===== src/rtl/pci_initiator_burst_ctrl.sv =====
// PCI initiator burst sequencer: address phase, N data phases, STOP / DEVSEL-timeout termination.
// Optional PAR/PAR_oe generation is enabled by defining PCI_PARITY_GEN_EN.
module pci_initiator_burst_ctrl #(
  parameter int unsigned CNT_W      = 4,
  parameter int unsigned DEVSEL_TMO = 5
) (
  input  logic             clk,
  input  logic             rst_n,
  input  logic             req_valid,
  input  logic [3:0]       req_cmd,
  input  logic [31:0]      req_addr,
  input  logic [3:0]       req_be,
  input  logic [CNT_W-1:0] req_len,
  input  logic [31:0]      wr_data,
  output logic             wr_ack,
  output logic [31:0]      rd_data,
  output logic             rd_valid,
  output logic             busy,
  output logic             done,
  output logic [1:0]       status,
  output logic             FRAME,
  output logic             IRDY,
  output logic [31:0]      AD_out,
  output logic             AD_oe,
  output logic [3:0]       CBE,
  input  logic [31:0]      AD_in,
  input  logic             TRDY,
  input  logic             DEVSEL,
  input  logic             STOP
`ifdef PCI_PARITY_GEN_EN
  ,
  output logic             PAR,
  output logic             PAR_oe
`endif
);

  localparam int unsigned TmoW = $clog2(DEVSEL_TMO + 1);
  localparam logic [TmoW-1:0] TmoLast = TmoW'(DEVSEL_TMO - 1);
  localparam logic [1:0] StatOk    = 2'd0;
  localparam logic [1:0] StatDisc  = 2'd1;
  localparam logic [1:0] StatAbort = 2'd2;

  typedef enum logic [2:0] {StIdle, StAddr, StData, StLast, StEnd} state_e;

  state_e            state_q, state_d;
  logic [CNT_W-1:0]  rem_q, rem_d, rem_dec;
  logic [3:0]        cmd_q, cmd_d, be_q, be_d;
  logic [TmoW-1:0]   tmo_q, tmo_d;
  logic              seen_q, seen_d;
  logic [1:0]        status_q, status_d;
  logic [31:0]       ad_q, ad_d, rd_data_q;
  logic              frame_q, irdy_q, ad_oe_q, busy_q, done_q, wr_ack_q, rd_valid_q;
  logic [3:0]        cbe_q, cbe_d;
  logic              frame_d, irdy_d, ad_oe_d, hs, in_data_d;

  always_comb begin
    state_d  = state_q;
    rem_d    = rem_q;
    cmd_d    = cmd_q;
    be_d     = be_q;
    tmo_d    = tmo_q;
    seen_d   = seen_q;
    status_d = status_q;
    hs       = !irdy_q && !TRDY && (state_q == StData || state_q == StLast);
    rem_dec  = (rem_q == '0) ? '0 : rem_q - CNT_W'(1);

    case (state_q)
      StIdle: begin
        if (req_valid) begin
          state_d  = StAddr;
          cmd_d    = req_cmd;
          be_d     = req_be;
          rem_d    = (req_len == '0) ? CNT_W'(1) : req_len;
          tmo_d    = '0;
          seen_d   = 1'b0;
          status_d = StatOk;
        end
      end
      StAddr: state_d = StData;
      StData: begin
        if (hs) rem_d = rem_dec;
        if (!DEVSEL) seen_d = 1'b1;
        else if (!seen_q && tmo_q < TmoLast) tmo_d = tmo_q + TmoW'(1);
        if (!STOP) begin
          state_d  = frame_q ? StEnd : StLast;
          status_d = (rem_d != '0) ? StatDisc : StatOk;
        end else if (hs && rem_q == CNT_W'(1)) begin
          state_d = StEnd;
        end else if (!hs && DEVSEL && !seen_q && tmo_q == TmoLast) begin
          // Nobody claimed the cycle within the window: master abort.
          state_d  = StLast;
          status_d = StatAbort;
        end
      end
      StLast: begin
        if (hs) rem_d = rem_dec;
        // An aborted cycle has no target to finish it, so it leaves after one clock.
        if (!STOP || !TRDY || status_q == StatAbort) state_d = StEnd;
      end
      StEnd:   state_d = StIdle;
      default: state_d = StIdle;
    endcase

    // Outputs are registered as a function of the next state.
    in_data_d = (state_d == StData || state_d == StLast);
    frame_d   = !(state_d == StAddr || (state_d == StData && rem_d != CNT_W'(1)));
    irdy_d    = !in_data_d;
    ad_oe_d   = (state_d == StAddr) || (in_data_d && cmd_d[0]);
    cbe_d     = (state_d == StAddr) ? cmd_d : (in_data_d ? be_d : 4'hF);
    ad_d      = (state_d == StAddr) ? req_addr : '0;
  end

  always_ff @(posedge clk or negedge rst_n) begin
    if (!rst_n) begin
      state_q    <= StIdle;
      rem_q      <= '0;
      cmd_q      <= '0;
      be_q       <= 4'hF;
      tmo_q      <= '0;
      seen_q     <= 1'b0;
      status_q   <= StatOk;
      ad_q       <= '0;
      rd_data_q  <= '0;
      frame_q    <= 1'b1;
      irdy_q     <= 1'b1;
      ad_oe_q    <= 1'b0;
      cbe_q      <= 4'hF;
      busy_q     <= 1'b0;
      done_q     <= 1'b0;
      wr_ack_q   <= 1'b0;
      rd_valid_q <= 1'b0;
    end else begin
      state_q    <= state_d;
      rem_q      <= rem_d;
      cmd_q      <= cmd_d;
      be_q       <= be_d;
      tmo_q      <= tmo_d;
      seen_q     <= seen_d;
      status_q   <= status_d;
      ad_q       <= ad_d;
      frame_q    <= frame_d;
      irdy_q     <= irdy_d;
      ad_oe_q    <= ad_oe_d;
      cbe_q      <= cbe_d;
      busy_q     <= (state_d != StIdle);
      done_q     <= (state_d == StEnd);
      wr_ack_q   <= hs && cmd_q[0];
      rd_valid_q <= hs && !cmd_q[0];
      if (hs && !cmd_q[0]) rd_data_q <= AD_in;
    end
  end

  // Write data passes straight through so a new word shows up as soon as local logic swaps it.
  assign AD_out   = ((state_q == StData || state_q == StLast) && cmd_q[0]) ? wr_data : ad_q;
  assign FRAME    = frame_q;
  assign IRDY     = irdy_q;
  assign AD_oe    = ad_oe_q;
  assign CBE      = cbe_q;
  assign busy     = busy_q;
  assign done     = done_q;
  assign status   = status_q;
  assign wr_ack   = wr_ack_q;
  assign rd_valid = rd_valid_q;
  assign rd_data  = rd_data_q;

`ifdef PCI_PARITY_GEN_EN
  logic par_q, par_oe_q;

  always_ff @(posedge clk or negedge rst_n) begin
    if (!rst_n) begin
      par_q    <= 1'b0;
      par_oe_q <= 1'b0;
    end else begin
      par_q    <= ad_oe_q ? (^AD_out ^ ^cbe_q) : 1'b0;
      par_oe_q <= ad_oe_q;
    end
  end

  assign PAR    = par_q;
  assign PAR_oe = par_oe_q;
`endif

endmodule


===== config.mk =====
export PLATFORM = sky130hd
export DESIGN_NAME = pci_initiator_burst_ctrl
export DESIGN_NICKNAME = d
export VERILOG_FILES = /design/src/rtl/pci_initiator_burst_ctrl.sv
export SDC_FILE = /design/constraint.sdc
export NUM_CORES = 1
export LEC_CHECK = 0
export CORE_MARGIN = 1.5
export CORE_UTILIZATION = 41
export DETAILED_ROUTE_END_ITERATION = 10
export GPL_TIMING_DRIVEN = 0
export PLACE_DENSITY = 0.81
export SLEW_MARGIN = 20
export SYNTH_ARGS = -nofsm -noshare
export SYNTH_HDL_FRONTEND = slang
export SYNTH_SLANG_ARGS = --single-unit

===== constraint.sdc =====
create_clock -name clk -period 2.3 [get_ports clk]
set_input_delay 0.46 -clock clk [delete_from_list [all_inputs] [get_ports clk]]
set_output_delay 0.46 -clock clk [all_outputs]
set_load 0.005 [all_outputs]

==> key figures <==
Detailed routing
  • Routed WL per cell: 16.6 microns
  • Remaining DRCs: 0
  • Avg Vias per Cell: 4.90
  • Via Count: 3296
  • DRT Pass-1 Iters: 4
  • Drt total wl: 11200 microns
  • Initial DRC count: 82
  • Remaining antenna violation count: 0

CTS
  • Clock Latency Late Sink: approximately 0.35 ns
  • CTS tree: built
  • TritonCTS Buffers: 9
  • Maximum clock path buffer count: 2
  • Clock Sinks: 93
  • H-tree depth: 3
  • Clk root buf: clkbuf_8
  • Clk slew on worst S/H paths: approximately 0.09 ns

Synthesis
  • Mapped Nets: 424
  • Synth Instances: 308
  • Syn_area_per_cell: approximately 13 sq um
  • Unique masters post-synth: 43
  • Sequential area share after synthesis: 0.589
  • Netlist Area Pre-Place: between 3000 and 4000 sq um
  • Syn. warnings: 0
  • #FFs+latches synth: 93

Setup path
  • Worst Path Required: 1.84 ns
  • CP Max Fanout: 8
  • R2r startpoint: state_q[2]$_DFF_PN0_
  • Crit path kind: flip-flop to output pin
  • Reg2reg path depth: 7
  • Worst Path Arrival: 1.78 ns
  • Crit start category: flip-flop
  • R2r setup slk: between 0.1 and 0.15 ns
  • Reg2reg end: FRAME$_DFF_PN1_
  • CP endpoint kind: output pin

Timing
  • Relative slew slack: 0.609
  • Slew Limit Fails: 0
  • Peak Freq: 447 MHz
  • Tcrit/Tclk final: 0.974
  • Worst Skew: roughly 0.013 ns
  • Count of final setup violators: 0
  • Crit path time final: ~2.2 ns
  • Worst Max-Slew Pin Slew: 0.582 ns
  • Setup tns final: 0 ns
  • Fin. Hold Viols: 0

GRT
  • GRT Overall Usage: 0.214
  • Total global routing overflow: 0
  • Pin count of the biggest net entering global routing: 71
  • Global-route wire length before repair: 16700 microns
  • Initial antenna violation count: 0
  • Number of global-route vias before repair: 3369

Finish
  • Fillers: roughly 700
  • Layout cell share with drive strength beyond 1: 0.306
  • Most frequent cells in the layout: 156 x clkdlybuf4s50_1, 81 x dfrtp_1, 62 x mux2_2
  • Area of the multi-input gates: ~1600 sq um
  • Register area: 2340 sq um
  • N_diodes: 0
  • Most common cell after layout, fill and taps aside: clkdlybuf4s50_1
  • Nets: 654
  • Syn-to-layout area delta: 64.0%

Floorplan
  • Die ar.: 10300 sq um
  • Site row count: 35
  • Initial core utilization: 0.426
  • Num ports: 191
  • Core area: 9330 sq um
  • Height of the die: 101 microns
  • Die Span X: 101 microns

Worst hold path
  • Hold EP: be_q[3]$_DFF_PN1_
  • Worst Hold Depth: 2
  • HP Class: flip-flop to flip-flop
  • HP Start: be_q[3]$_DFF_PN1_

Pwr
  • Max rail drop VDD: 581 uV
  • Leakage: between 0.002 and 0.003 uW
  • Pwr Density: 1060 nW/um^2
  • Overall power: around 7000 uW

Placed design
  • GPL Wtd Cong: approximately 0.79
  • DPL Wire Length: 8060 microns
  • Port Buffer Count: 190

Job
  • Max capacitance violation total: 0

Outcome
  • Status: finished, final reports clean
## what timing repair did
| action | 4_1_cts | 5_1_grt |
|---|---|---|
| hold endpoints to repair | 23 | 0 |
| gates resized for setup | 130 | 11 |
| pin swaps | 1 | 1 |
| hold buffers | 1 | 0 |
| gates cloned | 3 | 0 |
| setup endpoints to repair | 61 | 28 |
| buffers inserted | 23 | 2 |
## where the power goes
| group | total, uW | switching (uW) | internal, uW |
|---|---|---|---|
| Sequential | 2610 | 337 | 2280 |
| Combinational | 3190 | 1210 | 1980 |
| Clock | 1110 | 591 | 515 |
| Total | 6910 | 2140 | 4770 |
## per-stage QoR
stage / instance area, sq um / util / instances / setup slack [ns] / hold slack, ns
finish: 6520 / 0.699 / 672 / 0.0606 / 0.468
CTS: 6460 / 0.693 / 671 / 0.0133 / 0.469
global placement: 6040 / 0.647 / 627 / -2.52 / 0.449
global route: 6520 / 0.699 / 672 / -0.0112 / 0.456
detailed placement: 6070 / 0.650 / 628 / -0.488 / 0.331
floorplan: 3970 / - / 308 / 0.306 / 0.164
## metal layers
layer	routed length, microns	global-route usage	share of wire	vias up
li1	-	-	-	1530
met1	4130	0.240	0.37	1607
met2	6150	0.394	0.55	144
met3	748	0.0469	0.067	15
met4	150	0.0876	0.013	0
met5	0	0	0	-
## kinds of logic (layout without fill, tap and decap cells)
logic type | Yosys count | after routing | share of synthesized area
flip-flops | 93 | 93 | 0.589
AND/OR/NAND/NOR | 93 | 93 | 0.132
buffers and inverters | 22 | 257 | 0.0242
adder cells (fa/ha/maj) | 2 | 2 | 0.00630
AO/OA/AOI/OAI | 33 | 33 | 0.0646
multiplexers | 65 | 65 | 0.184
## area by class of cell
cell class                      instances  area share
Sequential cell                        93       0.359
Timing Repair Buffer                  219       0.316
Clock inverter                          6      0.0109
Inverter                                5     0.00326
Clock buffer                           10      0.0196
Tap cell                              129      0.0248
Buffer                                 17      0.0240
Multi-Input combinational cell        193       0.242
## critical path: stages, from the launching register on
cell	delay, ns
dfrtp_1	0.40
buf_6	0.13
nand3_4	0.15
clkbuf_16	0.18
mux2_2	0.32
dlygate4sd2_1	0.26
## synthesized netlist by cell type
master     n  area, sq um
ha_1       2         25.0
and4b_1    2         20.0
inv_2      1         3.75
clkbuf_1  11         41.3
dfrtp_1   83         2080
or2_2      1         6.26
a311oi_1   1         8.76
nor2b_1    1         6.26
buf_6      1         11.3
mux2_1     1         11.3
o31ai_2    1         12.5
or3b_1     1         8.76
o21ai_0    8         40.0
a22o_1     2         17.5
nor3_1     4         20.0
and2_1    33          206
dfstp_2   10          263
o41ai_1    1         8.76
o211ai_1   4         30.0
o311ai_4   1         26.3
o21ai_1    2         10.0
nor4_1     1         6.26
nor2_1    11         41.3
nand2b_1   4         25.0
a21oi_1    4         20.0
nand4_1    1         6.26
a21boi_0   1         7.51
nor2_2     1         6.26
nand2_1   22         82.6
mux2_2    64          721
inv_1      4         15.0
a211oi_1   1         7.51
o31a_1     1         8.76
nand4b_1   1         8.76
buf_2      5         25.0
or4b_2     1         10.0
o22a_1     4         35.0
nor4b_1    3         26.3
nand3_1    4         20.0
or4b_4     1         13.8
a32oi_2    1         16.3
a21o_1     1         7.51
nor4bb_1   1         10.0
## registers in the layout, summed over array words and instances, names as in the netlist
| signal | count |
|---|---|
| seen_q | 1 |
| tmo_q | 3 |
| wr_ack | 1 |
| ad_q | 32 |
| status | 2 |
| rem_q | 4 |
| done | 1 |
| IRDY | 1 |
| cmd_q | 1 |
| rd_data | 32 |
| AD_oe | 1 |
| FRAME | 1 |
| state_q | 3 |
| CBE | 4 |
| be_q | 4 |
| busy | 1 |
| rd_valid | 1 |
## worst max-delay path by stage
stage | end | cells past startpoint | start | slack (ns)
finish | AD_out[25] | 5 | state_q[1]$_DFF_PN0_ | 0.06
global route | AD_out[25] | 5 | state_q[1]$_DFF_PN0_ | -0.01
CTS | AD_out[27] | 5 | state_q[1]$_DFF_PN0_ | 0.01
detailed placement | rd_data[9]$_DFFE_PN0P_ | 6 | TRDY | -0.49
global placement | ad_q[14]$_DFF_PN0_ | 1 | rst_n | -2.52
floorplan | rd_data[10]$_DFFE_PN0P_ | 5 | TRDY | 0.31
No activity file was read; power rests on OpenSTA's default activity.
